**src/rtl/tone_pkg.sv**
```systemverilog
// Shared definitions for the tone sample writer: note codes, the
// half-period lookup, FSM state encoding and the default amplitude.
package tone_pkg;

  localparam logic [2:0] NOTE_REST = 3'd0;
  localparam logic [2:0] NOTE_C4   = 3'd1;
  localparam logic [2:0] NOTE_D4   = 3'd2;
  localparam logic [2:0] NOTE_E4   = 3'd3;
  localparam logic [2:0] NOTE_F4   = 3'd4;
  localparam logic [2:0] NOTE_G4   = 3'd5;
  localparam logic [2:0] NOTE_A4   = 3'd6;
  localparam logic [2:0] NOTE_B4   = 3'd7;

  // Phase counter width; the longest half period (C4, 92) fits in 7 bits.
  localparam int HALF_W = 7;

  localparam logic [23:0] TONE_AMPLITUDE = 24'h1E8480;

  typedef enum logic [1:0] {
    S_PREP  = 2'd0,
    S_WAIT  = 2'd1,
    S_WRITE = 2'd2
  } tone_state_e;

  // Half period in 48 kHz samples. Rest maps to 1 so the table has no
  // zero entry; the phase is held during rest anyway.
  function automatic logic [HALF_W-1:0] half_period(input logic [2:0] n);
    logic [HALF_W-1:0] h;
    case (n)
      NOTE_C4: h = 7'd92;
      NOTE_D4: h = 7'd82;
      NOTE_E4: h = 7'd73;
      NOTE_F4: h = 7'd69;
      NOTE_G4: h = 7'd61;
      NOTE_A4: h = 7'd55;
      NOTE_B4: h = 7'd49;
      default: h = 7'd1;
    endcase
    return h;
  endfunction

endpackage

```
**src/rtl/tone_sample_writer_if.sv**
```systemverilog
// Codec write port: ready/strobe handshake carrying a stereo sample pair.
interface tone_sample_writer_if #(
  parameter int SAMPLE_W = 24
);
  logic                write_ready;
  logic                write;
  logic [SAMPLE_W-1:0] writedata_left;
  logic [SAMPLE_W-1:0] writedata_right;

  modport master (
    input  write_ready,
    output write, writedata_left, writedata_right
  );

  modport slave (
    output write_ready,
    input  write, writedata_left, writedata_right
  );
endinterface

```
**src/rtl/tone_phase_gen.sv**
```systemverilog
// Square-wave phase tracker: current note, sample count within the
// half period and output polarity. A load restarts the wave at the
// positive half and wins over a same-cycle advance.
module tone_phase_gen
  import tone_pkg::*;
(
  input  logic       clk,
  input  logic       resetn,
  input  logic       advance,
  input  logic       load,
  input  logic [2:0] note,
  output logic       polarity,
  output logic       active
);

  logic [2:0]        cur_note;
  logic [HALF_W-1:0] phase_cnt;
  logic              pol;

  // Phase advance per written sample; held while resting.
  always_ff @(posedge clk or negedge resetn) begin
    if (!resetn) begin
      cur_note  <= NOTE_REST;
      phase_cnt <= '0;
      pol       <= 1'b0;
    end else if (load) begin
      cur_note  <= note;
      phase_cnt <= '0;
      pol       <= 1'b0;
    end else if (advance && cur_note != NOTE_REST) begin
      if (phase_cnt == half_period(cur_note) - 7'd1) begin
        phase_cnt <= '0;
        pol       <= ~pol;
      end else begin
        phase_cnt <= phase_cnt + 7'd1;
      end
    end
  end

  assign polarity = pol;
  assign active   = (cur_note != NOTE_REST);

endmodule

```
**src/rtl/tone_sample_writer.sv**
```systemverilog
// Tone sample writer: forms a square-wave sample per 48 kHz codec slot
// and writes it to both DAC channels via the write_ready/write handshake.
// Optional macro TONE_DECAY_EN adds a stepwise amplitude decay per note.
module tone_sample_writer
  import tone_pkg::*;
#(
  parameter int                  SAMPLE_W            = 24,
  parameter logic [SAMPLE_W-1:0] AMPLITUDE           = SAMPLE_W'(TONE_AMPLITUDE),
  parameter int                  DECAY_SHIFT_SAMPLES = 4096
)(
  input  logic                  clk,
  input  logic                  resetn,
  input  logic [2:0]            note,
  input  logic                  note_load,
  input  logic                  mute,
  tone_sample_writer_if.master  codec
);

  tone_state_e         state;
  logic                write_q;
  logic [SAMPLE_W-1:0] sample_q;
  logic                polarity;
  logic                active;
  logic                advance;
  logic [SAMPLE_W-1:0] magnitude;
  logic [SAMPLE_W-1:0] mag_sat;
  logic [SAMPLE_W-1:0] sample_next;

  // Phase moves once per completed write.
  assign advance = (state == S_WRITE);

  tone_phase_gen u_phase (
    .clk      (clk),
    .resetn   (resetn),
    .advance  (advance),
    .load     (note_load),
    .note     (note),
    .polarity (polarity),
    .active   (active)
  );

`ifdef TONE_DECAY_EN
  localparam logic [SAMPLE_W-1:0] AMP_FLOOR = AMPLITUDE >> 4;

  logic [11:0]         decay_cnt;
  logic [SAMPLE_W-1:0] amp_q;

  // Halve the amplitude every DECAY_SHIFT_SAMPLES writes, never below the floor.
  always_ff @(posedge clk or negedge resetn) begin
    if (!resetn) begin
      decay_cnt <= '0;
      amp_q     <= AMPLITUDE;
    end else if (note_load) begin
      decay_cnt <= '0;
      amp_q     <= AMPLITUDE;
    end else if (advance) begin
      if (decay_cnt == 12'(DECAY_SHIFT_SAMPLES - 1)) begin
        decay_cnt <= '0;
        amp_q     <= ((amp_q >> 1) < AMP_FLOOR) ? AMP_FLOOR : (amp_q >> 1);
      end else begin
        decay_cnt <= decay_cnt + 12'd1;
      end
    end
  end

  assign magnitude = amp_q;
`else
  assign magnitude = AMPLITUDE;
`endif

  // Magnitude never exceeds AMPLITUDE, so negation cannot overflow.
  always_comb begin
    mag_sat     = (magnitude > AMPLITUDE) ? AMPLITUDE : magnitude;
    sample_next = '0;
    if (!mute && active)
      sample_next = polarity ? (~mag_sat + 1'b1) : mag_sat;
  end

  // Prep/wait/write handshake; write and data are registered outputs.
  always_ff @(posedge clk or negedge resetn) begin
    if (!resetn) begin
      state    <= S_PREP;
      write_q  <= 1'b0;
      sample_q <= '0;
    end else begin
      case (state)
        S_PREP: begin
          sample_q <= sample_next;
          write_q  <= 1'b0;
          state    <= S_WAIT;
        end
        S_WAIT: begin
          if (codec.write_ready) begin
            write_q <= 1'b1;
            state   <= S_WRITE;
          end
        end
        S_WRITE: begin
          write_q <= 1'b0;
          state   <= S_PREP;
        end
        default: begin
          write_q <= 1'b0;
          state   <= S_PREP;
        end
      endcase
    end
  end

  assign codec.write           = write_q;
  assign codec.writedata_left  = sample_q;
  assign codec.writedata_right = sample_q;

endmodule

```
**src/flat_wrapper.sv**
```systemverilog
// flat-port wrapper written by rule: the top's interface ports become plain ports
module tone_sample_writer_flat import tone_pkg::*;
#(
  parameter int                  SAMPLE_W            = 24,
  parameter logic [SAMPLE_W-1:0] AMPLITUDE           = SAMPLE_W'(TONE_AMPLITUDE),
  parameter int                  DECAY_SHIFT_SAMPLES = 4096
)
  (clk, resetn, note, note_load, mute, codec_write_ready, codec_write, codec_writedata_left, codec_writedata_right);
  tone_sample_writer_if #(.SAMPLE_W(SAMPLE_W)) codec_i ();
  input  logic clk;
  input  logic resetn;
  input  logic [2:0] note;
  input  logic note_load;
  input  logic mute;
  input wire logic [$bits(codec_i.write_ready)-1:0] codec_write_ready;
  output wire logic [$bits(codec_i.write)-1:0] codec_write;
  output wire logic [$bits(codec_i.writedata_left)-1:0] codec_writedata_left;
  output wire logic [$bits(codec_i.writedata_right)-1:0] codec_writedata_right;
  assign codec_i.write_ready = codec_write_ready;
  assign codec_write = codec_i.write;
  assign codec_writedata_left = codec_i.writedata_left;
  assign codec_writedata_right = codec_i.writedata_right;
  tone_sample_writer #(.SAMPLE_W(SAMPLE_W), .AMPLITUDE(AMPLITUDE), .DECAY_SHIFT_SAMPLES(DECAY_SHIFT_SAMPLES)) u_core (.clk(clk), .resetn(resetn), .note(note), .note_load(note_load), .mute(mute), .codec(codec_i));
endmodule
```
**config.mk**
```make
export PLATFORM = sky130hd
export DESIGN_NAME = tone_sample_writer_flat
export DESIGN_NICKNAME = d
export VERILOG_FILES = /design/src/rtl/tone_pkg.sv /design/src/rtl/tone_sample_writer_if.sv /design/src/rtl/tone_phase_gen.sv /design/src/rtl/tone_sample_writer.sv /design/src/flat_wrapper.sv
export SDC_FILE = /design/constraint.sdc
export NUM_CORES = 1
export LEC_CHECK = 0
export ABC_AREA = 1
export ABC_CLOCK_PERIOD_IN_PS = 3000
export CORE_MARGIN = 1
export CORE_UTILIZATION = 35
export DETAILED_ROUTE_END_ITERATION = 16
export PLACE_DENSITY_LB_ADDON = 0.3
export REMOVE_ABC_BUFFERS = 1
export SLEW_MARGIN = 20
export SYNTH_ARGS = -nofsm -noshare
export SYNTH_HDL_FRONTEND = slang
export SYNTH_SLANG_ARGS = --single-unit
```
**constraint.sdc**
```tcl
create_clock -name clk -period 3 [get_ports clk]
set_input_delay 0.45 -clock clk [delete_from_list [all_inputs] [get_ports clk]]
set_output_delay 0.45 -clock clk [all_outputs]
set_load 0.03 [all_outputs]
```
# Yosys cells after proc, flatten, opt, wreduce, memory -nomap -nowiden
# Cells that the tools add are included.
# classes
n_addsub	2
eq_ne	11
muxes	15
bitwise_logic	1
n_reduce_logical	8
# ops
operator	count
$pmux W7 S7	1
$mux W24	2
$mux W7	5
$eq A3 B3 Y1 const B	4
$add A7 B1 Y7 const B	1
$eq A7 B7 Y1	1
$sub A7 B1 Y7 const B	1
$eq A3 B2 Y1 const B	2
$mux W1	5
$pmux W2 S2	1
$reduce_bool A2 Y1	2
$eq A3 B1 Y1 const B	1
$reduce_bool A3 Y1	1
$eq A2 B1 Y1 const B	1
$eq A2 B2 Y1 const B	1
$logic_and A1 B1 Y1	2
$logic_not A2 Y1	1
$mux W2	1
$ne A2 B2 Y1 const B	1
$reduce_and A2 Y1	1
$logic_not A1 Y1	1
$not A1 Y1	1
# totals
register_bits	38
input_bits	8
out_inout_bits	49

# Longest topological paths before layout
# Gate-level depths: netlist of run 1.
# depth
word_depth	9
depth_mapped	17

# By module
# From an unflattened synthesis of run 1, not the netlist that was laid out.
# unflattened
cells_unflattened	179
area_unflattened_um2	1288.7
# modules_own_cells
mod	instances	cells_per_inst	area_each_um2	seq_area_each_um2
tone_phase_gen	1	109	742.0	275.3
tone_sample_writer	1	70	546.8	125.1

# Worst setup path before layout of run 1
# No wires, ideal clock.
# synth_timing
path_kind	flip-flop to flip-flop
startpoint	register u_core.u_phase.cur_note[0]
endpoint	register u_core.u_phase.phase_cnt[2]
setup_ps	120
arrival_ps	1757
required_ps	2880
path_slack_ps	1122
path_stages_with_launch	18
n_path_buf	0
period_less_slack_ps	1878
cell_sequence	dfrtp_1 inv_2 nand2_4 nand3_1 inv_1 ha_1 inv_1 nand2_1 nand2_1 nand2_1 nor2_1 nand4_1 nor2_2 nand2_2 nand2_2 nand2_2 inv_4 nor2_2
# synth_via
elab_chain_len	9
word_cells_on_any_way	18
classes_between	1 x add/sub; 8 x eq/ne; 6 x mux; 3 x reduce/logical
# synth_rtl
element	line	source
from (decl)	tone_phase_gen.sv:16	logic [2:0] cur_note;
from (signal assigned)	tone_phase_gen.sv:27	cur_note <= note;
$eq A3 B3 Y1, or another cell as far along	tone_pkg.sv:29	case (n)
$pmux W7 S7	tone_pkg.sv:29	
$mux W7	tone_phase_gen.sv:30	end else if (advance && cur_note != NOTE_REST) begin
$mux W7	tone_phase_gen.sv:26	end else if (load) begin
$sub A7 B1 Y7	tone_phase_gen.sv:31	if (phase_cnt == half_period(cur_note) - 7'd1) begin
$eq A7 B7 Y1	tone_phase_gen.sv:31	
$mux W7	tone_phase_gen.sv:31	
$mux W7	tone_phase_gen.sv:30	
$mux W7	tone_phase_gen.sv:26	
to (signal assigned)	tone_phase_gen.sv:35	phase_cnt <= phase_cnt + 7'd1;
to (decl)	tone_phase_gen.sv:17	logic [HALF_W-1:0] phase_cnt;
# Several ways; a longest one is shown, not always the timed one. The select of a mux whose other input is x is not followed.
# A chain may end at the register's enable or synchronous reset.

==> flow_summary.toml, run 1 <==
[synthesis]
syn_avg_cell_area_um2 = 7.458
synthCells = 178
yosysTopAreaCell = "dfrtp_1"
async_reset_ff_share_pct = 100.0
synthTopCellsByArea = "dfrtp_1 (30%), buf_4 (25%), nand2_1 (12%)"
ys_seq_elements = 16
synth_top_area_share_pct = 30.16
synthFlopType = "dfrtp_1"
synth_edf_count = 0
yosys_warnings = 0
synth.most_common_cell = "buf_4"
seq_area_frac_synth_pct = 30.16
synth_cell_type_count = 22
synth_area_um2 = 1328
synthTopCellsByCount = "buf_4 (45), nand2_1 (42), dfrtp_1 (16)"

[setup_path]
critPathKind = "flip-flop to output port"
critPathTopFamily = "buffers and inverters"
cp_data_arrival_time_ns = 1.70
cp_cell_sequence = "clkdlybuf4s50_1"
worstPathMaxFanout = 21
endpoint_kind = "output port"
required_ns = 2.55
cp-start-kind = "flip-flop"
worst_path_max_delay_cell = "clkdlybuf4s50_1"
max_stage_delay_ns = 0.78
path_buf_inv = 1

[floorplan]
rows = 22
die_x_um = 63.59
dieArea_um2 = 4043
start_util_pct = 36.26
die_h_um = 63.59
io_pins = 57
core_area_um2 = 3661

[timing]
max-slew-margin-rel_pct = 51.82
setup_violations = 0
rsz0062_at_grt = "false"
hold_viol_final = 0
hold_ws_ns = 0.5349
max_freq_mhz = 465.1
tightest_slew_ns = 0.7204
drv_slew = 0
fin_worst_skew_ns = 0.002089
min_period_over_period_pct = 71.66
min_period_ns = 2.150

[power_and_ir_drop]
ir_drop_mv = 0.4988
powerDensity_nw_per_um2 = 719.1
leakage_nw = 0.7482

[clock_network]
ctsHoldBuffers = 0
clk_pin_slew_worst_paths_ns = 0.06
root_buffer = "clkbuf_8"
cts_htree_levels = 1
cts_sinks = 16
clk_latency_ns = 0.25
cts_resized = 0
numCtsBuffers = 3
cts_setup_buffers = 0
cts_tree = "built"
clock_path_buffers = 2

[finish]
fin_area_um2 = 1574
finalNetCount = 203
regArea_um2 = 400.4
final_cells = 240
drive_gt1_share_pct = 12.50
areaGrowthSynthToFinish_pct = 18.57
antennaDiodeCount = 0
nFillCells = 377
multi_input_area_um2 = 571.8

[global_routing]
antenna_found_initial = 0
grt.total_usage_pct = 13.29
grt_max_degree = 22
grt_first_pass_wirelength_um = 4278
grt_overflow = 0
grt_pass1_vias = 964

[place]
placed_area_um2 = 1519
io_buffers = 42
dp.cells = 236
place_hpwl_um = 1997
globalplace.congestion = 0.7995

[run]
maxCapViolations = 0

[routing]
firstDrtPassIters = 4
drt-initial-drc-count = 41
finalWirelength_um = 2435
wl_per_cell_um = 10.15
vias_per_cell = 4.263
drc = 0
vias = 1023
ant_nets = 0

[min_path]
worst_hold_path_type = "flip-flop to flip-flop"

[run_status]
status = "finished, final reports clean"
-- worst register-to-register path, stage by stage (launching register included) --
cell and delay, ns:
dfrtp_1 0.45, inv_2 0.14, nand2_4 0.08, nand3_1 0.09, inv_1 0.05, ha_1 0.30
inv_1 0.06, nand2_1 0.04, nand2_1 0.06, nand2_1 0.05, nor2_1 0.10, nand4_1 0.10
nor2_2 0.10, nand2_2 0.08, nand2_2 0.07, nand2_2 0.07, inv_4 0.09, nor2_2 0.04
-- through the flow --
step	setup TNS (ns)	power (mW)	setup slack (ns)	utilization, %
6_report	0	1.132	0.8501	42.99
5_1_grt	0	1.198	0.7155	42.99
4_1_cts	0	1.146	0.8144	42.99
3_5_place_dp	0	0.9538	0.9351	41.49
3_3_place_gp	0	0.9551	0.9519	41.49
2_1_floorplan	-27.97	0.6722	-1.552	-
-- routing by layer --
metal	vias up	routed length [um]	GRT usage, %
met5	-	0	0
met3	5	52	1.630
met4	0	46	6.250
met2	20	1281	23.94
met1	463	1054	15.35
li1	535	-	-
-- cells by family (layout without fill, tap and decap cells) --
family          Yosys count  after routing  share of synthesized area, %
compound gates            9              9                         3.393
xor+xnor                  4              4                         2.639
fa+ha+maj                 2              2                         1.885
buf+inv                  62             63                         30.44
flops                    16             16                         30.16
other cells               1             14                        0.2825
simple gates             84             84                         31.20
-- placed cells by master, fill, tap and decap left out, types with 2 or more instances in the layout --
| cell | synthesis | final |
|---|---|---|
| dfrtp_1 | 16 | 16 |
| nor2_2 | 6 | 6 |
| xor2_1 | 4 | 4 |
| nand2_1 | 42 | 42 |
| inv_2 | 3 | 3 |
| inv_1 | 13 | 13 |
| clkdlybuf4s50_1 | 0 | 42 |
| nand3_1 | 14 | 14 |
| a21oi_1 | 2 | 2 |
| nor2_1 | 5 | 5 |
| nand2_4 | 2 | 2 |
| ha_1 | 2 | 2 |
| nand4_1 | 5 | 5 |
| nand2_2 | 5 | 5 |
| o21ai_0 | 7 | 7 |
| clkbuf_8 | 0 | 4 |
| conb_1 | 1 | 14 |
-- flip-flops by register name (all words and copies together), names as in the netlist --
name / cells
u_core.codec.writedata_left: 3
u_core.u_phase.cur_note: 3
u_core.u_phase.phase_cnt: 7
u_core.state: 2
u_core.u_phase.polarity: 1
-- report_power, final --
group          internal [mW]  total [mW]  switching, mW  leakage (nW)
registers              0.246       0.305         0.0590         0.208
clock network          0.116       0.189         0.0730        0.0288
logic                  0.246       0.637          0.392         0.511
-- worst paths after layout --
| path | start | to | slack [ns] | depth (start not counted) |
|---|---|---|---|---|
| setup / recovery | u_core.codec.writedata_left[22] | codec_writedata_left[14] | 0.85 | 1 |
| hold / removal | u_core.u_phase.polarity | u_core.codec.writedata_left[20] | 0.53 | 1 |
| setup reg to reg | u_core.u_phase.cur_note[0] | u_core.u_phase.phase_cnt[3] | 0.94 | 17 |
| hold reg to reg | u_core.u_phase.polarity | u_core.codec.writedata_left[20] | 0.53 | 1 |
| max in group asynchronous | resetn | u_core.u_phase.phase_cnt[2] | 1.91 | 1 |
| min in group asynchronous | resetn | u_core.u_phase.phase_cnt[5] | 0.63 | 1 |
-- cell type report --
| class | instances | area share (%) |
|---|---|---|
| Inverter | 17 | 4.213 |
| Tap cell | 48 | 3.816 |
| Clock buffer | 4 | 3.498 |
| Multi-Input combinational cell | 113 | 36.33 |
| Sequential cell | 16 | 25.44 |
| Timing Repair Buffer | 42 | 26.71 |
No activity file was read; power rests on OpenSTA's default activity.
==> run 2: changes to the inputs <==
--- a/config.mk
+++ b/config.mk
@@ -6,7 +6,7 @@
 export NUM_CORES = 1
 export LEC_CHECK = 0
 export ABC_AREA = 1
-export ABC_CLOCK_PERIOD_IN_PS = 3000
+export ABC_CLOCK_PERIOD_IN_PS = 1900
 export CORE_MARGIN = 1
 export CORE_UTILIZATION = 35
 export DETAILED_ROUTE_END_ITERATION = 16
==> constraint.sdc (replaced) <==
create_clock -name clk -period 1.9 [get_ports clk]
set_input_delay 0.285 -clock clk [delete_from_list [all_inputs] [get_ports clk]]
set_output_delay 0.285 -clock clk [all_outputs]
set_load 0.03 [all_outputs]
==> flow_summary.toml, run 2 (synthesis results as in run 1) <==
[run_status]
status = "finished, final reports clean"

[floorplan]
die_x_um = 63.59
dieArea_um2 = 4043
core_area_um2 = 3661
start_util_pct = 36.26
io_pins = 57
die_h_um = 63.59
rows = 22

[routing]
drc = 0
firstDrtPassIters = 4
ant_nets = 0
vias = 1090
finalWirelength_um = 2739
wl_per_cell_um = 10.66
vias_per_cell = 4.241
drt-initial-drc-count = 59

[timing]
hold_viol_final = 0
min_period_ns = 1.885
setup_violations = 0
min_period_over_period_pct = 99.23
setup_ws_ns = 0.01464
fin_worst_skew_ns = 0.0008339
tns_ns = 0
max_freq_mhz = 530.4
drv_slew = 0
rsz0062_at_grt = "true"
hold_ws_ns = 0.3488

[setup_path]
endpoint_kind = "flip-flop"
max_stage_delay_ns = 0.41
cp_cell_sequence = "inv_2 > nand2_4 > nand3_4 > inv_2 > ha_4 > nand2_2 > nand2_1 > nand2_1 > nor2_2 > nand4_1 > nor2_2 > nand2_2 > nand2_2 > nand2_2 > inv_4 > nor2_2"
cp_data_arrival_time_ns = 2.02
worstPathMaxFanout = 5
cpMostUsedCell = "nand2_2"
required_ns = 2.04
cp-start-kind = "flip-flop"
worst_path_max_delay_cell = "dfrtp_1"
path_buf_inv = 3
critPathTopFamily = "simple AND/OR/NAND/NOR gates"
critPathKind = "flip-flop to flip-flop"

[clock_network]
clock_path_buffers = 2
clk_pin_slew_worst_paths_ns = 0.06
ctsHoldBuffers = 0
root_buffer = "clkbuf_8"
cts_htree_levels = 1
clk_latency_ns = 0.25
cts_sinks = 16
cts_tree = "built"
numCtsBuffers = 3

[place]
place_hpwl_um = 2148
io_buffers = 42
pre_cts_ws_ns = -0.07060
dp.cells = 250
globalplace.congestion = 0.8513

[global_routing]
grt.total_usage_pct = 14.79
grt_first_pass_wirelength_um = 4629
grt_pass1_vias = 1028
antenna_found_initial = 0
grt_overflow = 0
grt_max_degree = 22

[finish]
areaGrowthSynthToFinish_pct = 30.73
layout_commonest_cell = "clkdlybuf4s50_1"
nFillCells = 374
drive_gt1_share_pct = 22.97
antennaDiodeCount = 0
top_register = "u_core.u_phase.phase_cnt"
final_cells = 257
finalNetCount = 221
largest_reg_flops = 7
final_cell_mix = "clkdlybuf4s50_1 (41), nand2_1 (40), buf_4 (18)"

[min_path]
worst_hold_path_type = "input port to async pin"

[power_and_ir_drop]
ir_drop_mv = 0.7241
leakage_nw = 0.8414
fin_total_pwr_mw = 1.822
powerDensity_nw_per_um2 = 1050

[run]
maxCapViolations = 0
## run 2: cell types whose count changed in the layout (fill, tap and decap cells not counted), sizes merged
cell           before  now
buf                 0   18
clkdlybuf4s50      42   41
clkbuf              4    3
dlymetal6s2s        0    1
## run 2: repair_timing
action,in CTS,in global routing
pin swaps,2,5
gates resized for setup,3,7
endpoints found under the setup margin,6,10
setup buffers,1,3
## run 2: routing by layer
layer	up-vias	share of wire, %	wire [um]	GRT usage, %
met5	-	0	0	0
met4	0	2.0	54	7.670
met3	4	3.7	100	2.899
met1	496	44	1197	16.96
met2	25	51	1387	25.66
li1	565	-	-	-
## run 2: path summary, 6_finish.rpt
check,startpoint,to,slack [ns],cells after the start
setup / recovery,u_core.u_phase.cur_note[0],u_core.u_phase.phase_cnt[3],0.01,16
hold / removal,resetn,u_core.u_phase.phase_cnt[6],0.35,2
setup reg to reg,u_core.u_phase.cur_note[0],u_core.u_phase.phase_cnt[3],0.01,16
hold reg to reg,u_core.u_phase.polarity,u_core.u_phase.polarity,0.54,2
max in group asynchronous,resetn,u_core.u_phase.cur_note[2],1.37,2
min in group clk,u_core.u_phase.polarity,u_core.u_phase.polarity,0.54,2
## run 2: layout make-up
cell class / instances / area, um^2 / share of cell area [%]
clock buffer: 3 / 41.29 / 2.379
inverter: 17 / 66.31 / 3.821
multi-input combinational: 113 / 609.3 / 35.11
sequential: 16 / 400.4 / 23.07
tap: 48 / 60.06 / 3.461
timing repair buffer: 60 / 558.0 / 32.16
## run 2: metrics by stage
step                      utilization, %  instance area, um^2
after floorplan                        -                 1039
after global placement             44.36                 1624
after detailed placement           44.36                 1624
after CTS                          46.17                 1690
after global routing               47.40                 1735
final                              47.40                 1735
## run 2: worst reg2reg max path, cell delays in order (launching register included)
cell,delay (ns)
dfrtp_1,0.41
inv_2,0.11
nand2_4,0.06
nand3_4,0.06
inv_2,0.05
ha_4,0.27
nand2_2,0.04
nand2_1,0.05
nand2_1,0.06
nor2_2,0.10
nand4_1,0.11
nor2_2,0.10
nand2_2,0.06
nand2_2,0.07
nand2_2,0.07
inv_4,0.10
nor2_2,0.04
## run 2: where the power goes
group          total [mW]  switching [mW]  internal [mW]
logic                1.12           0.671          0.444
clock network       0.249           0.109          0.141
registers           0.457          0.0676          0.389
total                1.82           0.848          0.974
==> run 3: changes to the inputs <==
--- a/config.mk
+++ b/config.mk
@@ -6,9 +6,10 @@
 export NUM_CORES = 1
 export LEC_CHECK = 0
 export ABC_AREA = 1
-export ABC_CLOCK_PERIOD_IN_PS = 1900
+export ABC_CLOCK_PERIOD_IN_PS = 2000
+export CAP_MARGIN = 20
 export CORE_MARGIN = 1
-export CORE_UTILIZATION = 35
+export CORE_UTILIZATION = 42
 export DETAILED_ROUTE_END_ITERATION = 16
 export PLACE_DENSITY_LB_ADDON = 0.3
 export REMOVE_ABC_BUFFERS = 1
==> constraint.sdc (replaced) <==
create_clock -name clk -period 2 [get_ports clk]
set_input_delay 0.3 -clock clk [delete_from_list [all_inputs] [get_ports clk]]
set_output_delay 0.3 -clock clk [all_outputs]
set_load 0.03 [all_outputs]
==> flow_summary.toml, run 3 (synthesis results as in run 1) <==
[timing]
fin_worst_skew_ns = 0.006578
hold_viol_final = 0
rsz0062_at_grt = "true"
drv_slew = 0
min_period_ns = 1.924
min_period_over_period_pct = 96.22
tns_ns = 0
max_freq_mhz = 519.7
setup_ws_ns = 0.07569
setup_violations = 0

[power_and_ir_drop]
pwr-share-clk_pct = 12.4
leakage_nw = 0.8090
intPower_mw = 0.8870
ir_drop_mv = 0.7082
seqPwrFrac_pct = 27.0
swShare_pct = 47.66
switchingPower_mw = 0.8078
pwr-share-comb_pct = 60.6
powerDensity_nw_per_um2 = 993.7

[floorplan]
io_pins = 57
die_x_um = 58.22
dieArea_um2 = 3390
rows = 20
start_util_pct = 43.84
core_area_um2 = 3028
die_h_um = 58.22

[place]
placed_area_um2 = 1559
io_buffers = 42
globalplace.congestion = 0.8556
place_hpwl_um = 2118
pre_cts_ws_ns = 0.001753

[clock_network]
root_buffer = "clkbuf_4"
cts_sinks = 16
cts_tree = "built"
ctsHoldBuffers = 0
clk_latency_ns = 0.29
numCtsBuffers = 3
clk_pin_slew_worst_paths_ns = 0.09
cts_htree_levels = 1
clock_path_buffers = 2

[run]
maxCapViolations = 0

[setup_path]
cp-start-kind = "flip-flop"
critPathKind = "flip-flop to flip-flop"
timing.rr.end = "u_core.u_phase.phase_cnt[3]"
cp_cell_sequence = "inv_2 > nand2_4 > nand3_4 > inv_2 > ha_4 > inv_1 > nand3_1 > nand2_1 > nand2_1 > nand2_1 > nand2_1 > nor2_2 > nand2_2 > nand2_2 > nand2_4 > inv_8 > nor2_4"
endpoint_kind = "flip-flop"
rr_worst_depth = 17
r2r_start = "u_core.u_phase.cur_note[1]"
cp_data_arrival_time_ns = 2.10
critPathTopFamily = "simple AND/OR/NAND/NOR gates"
worst_path_max_delay_cell = "dfrtp_1"
crit_start = "u_core.u_phase.cur_note[1]"
required_ns = 2.17
worstPathMaxFanout = 5
max_stage_delay_ns = 0.42
rrSetupSlack_ns = 0.08
cpMostUsedCell = "nand2_1"
path_buf_inv = 4

[global_routing]
grt_overflow = 0
grt.total_usage_pct = 15.61
antenna_found_initial = 0
grt_max_degree = 22
grt_pass1_vias = 936
grt_first_pass_wirelength_um = 4140

[finish]
largest_reg_flops = 7
nFillCells = 280
top_register = "u_core.u_phase.phase_cnt"
layout_commonest_cell = "clkdlybuf4s50_1"
multi_input_area_um2 = 634.4
fin_area_um2 = 1705
areaGrowthSynthToFinish_pct = 28.46
antennaDiodeCount = 0
finalNetCount = 214
final_cell_mix = "clkdlybuf4s50_1 (42), nand2_1 (37), dfrtp_1 (15)"
regArea_um2 = 401.6
drive_gt1_share_pct = 22.66

[routing]
ant_nets = 0
firstDrtPassIters = 4
drt-initial-drc-count = 31
wl_per_cell_um = 10.81
finalWirelength_um = 2670
vias = 1090
vias_per_cell = 4.413
drc = 0

[run_status]
status = "finished, final reports clean"

[min_path]
worst_hold_path_type = "input port to async pin"
-- run 3: changes by cell type in the layout (fill, tap and decap cells not counted), sizes merged --
cell	delta
clkdlybuf4s50	+1
dlymetal6s2s	-1
buf	-7
clkbuf	+1
-- run 3: worst max-delay path by stage --
stage / to / slack [ns] / depth (start not counted)
floorplan: u_core.codec.writedata_left[22] / -2.55 / 2
global placement: u_core.u_phase.phase_cnt[3] / 0.08 / 17
detailed placement: u_core.u_phase.phase_cnt[3] / 0.002 / 17
CTS: u_core.u_phase.phase_cnt[3] / 0.02 / 17
global route: u_core.u_phase.phase_cnt[3] / -0.12 / 17
finish: u_core.u_phase.phase_cnt[3] / 0.08 / 17
-- run 3: worst register-to-register path, cell delays in order (launching register included) --
cell and delay (ns):
dfrtp_1 0.42, inv_2 0.10, nand2_4 0.07, nand3_4 0.06, inv_2 0.04, ha_4 0.16, inv_1 0.08, nand3_1 0.11
nand2_1 0.09, nand2_1 0.05, nand2_1 0.06, nand2_1 0.09, nor2_2 0.10, nand2_2 0.07, nand2_2 0.10, nand2_4 0.08
inv_8 0.08, nor2_4 0.04
-- run 3: repair_timing --
action	in CTS	in global routing
setup buffers	0	5
setup endpoints to repair	26	8
pin swaps	0	13
gates resized for setup	2	18
-- run 3: per-stage QoR --
| stage | cells | power [mW] | utilization [%] | hold WS (ns) |
|---|---|---|---|---|
| final | 247 | 1.695 | 56.32 | 0.2922 |
| after global routing | 247 | 1.780 | 56.32 | 0.3148 |
| after CTS | 242 | 1.662 | 52.73 | 0.2955 |
| after detailed placement | 238 | 1.447 | 51.49 | 0.5246 |
| after global placement | 238 | 1.433 | 51.49 | 0.5241 |
| after floorplan | 146 | 1.008 | - | 0.004409 |
-- run 3: area by class of cell --
type | instances | share of cell area, %
well taps | 44 | 3.228
clock buffers | 4 | 2.128
repair buffers | 53 | 29.71
inverters | 17 | 4.182
flip-flops and latches | 16 | 23.55
multi-input cells | 113 | 37.20
-- run 3: power by group through the flow --
stage / combinational, mW / sequential (mW) / clock (mW)
final: 1.03 / 0.457 / 0.210
after global routing: 1.08 / 0.470 / 0.229
after CTS: 0.986 / 0.457 / 0.219
after detailed placement: 0.984 / 0.462 / 0
after global placement: 0.976 / 0.457 / 0
after floorplan: 0.196 / 0.812 / 0
-- run 3: metal layers --
| metal | wire [um] | global-route usage [%] |
|---|---|---|
| met1 | 1121 | 20.76 |
| met2 | 1463 | 26.11 |
| met3 | 55 | 1.339 |
| met4 | 30 | 6.463 |
| met5 | 0 | 0 |
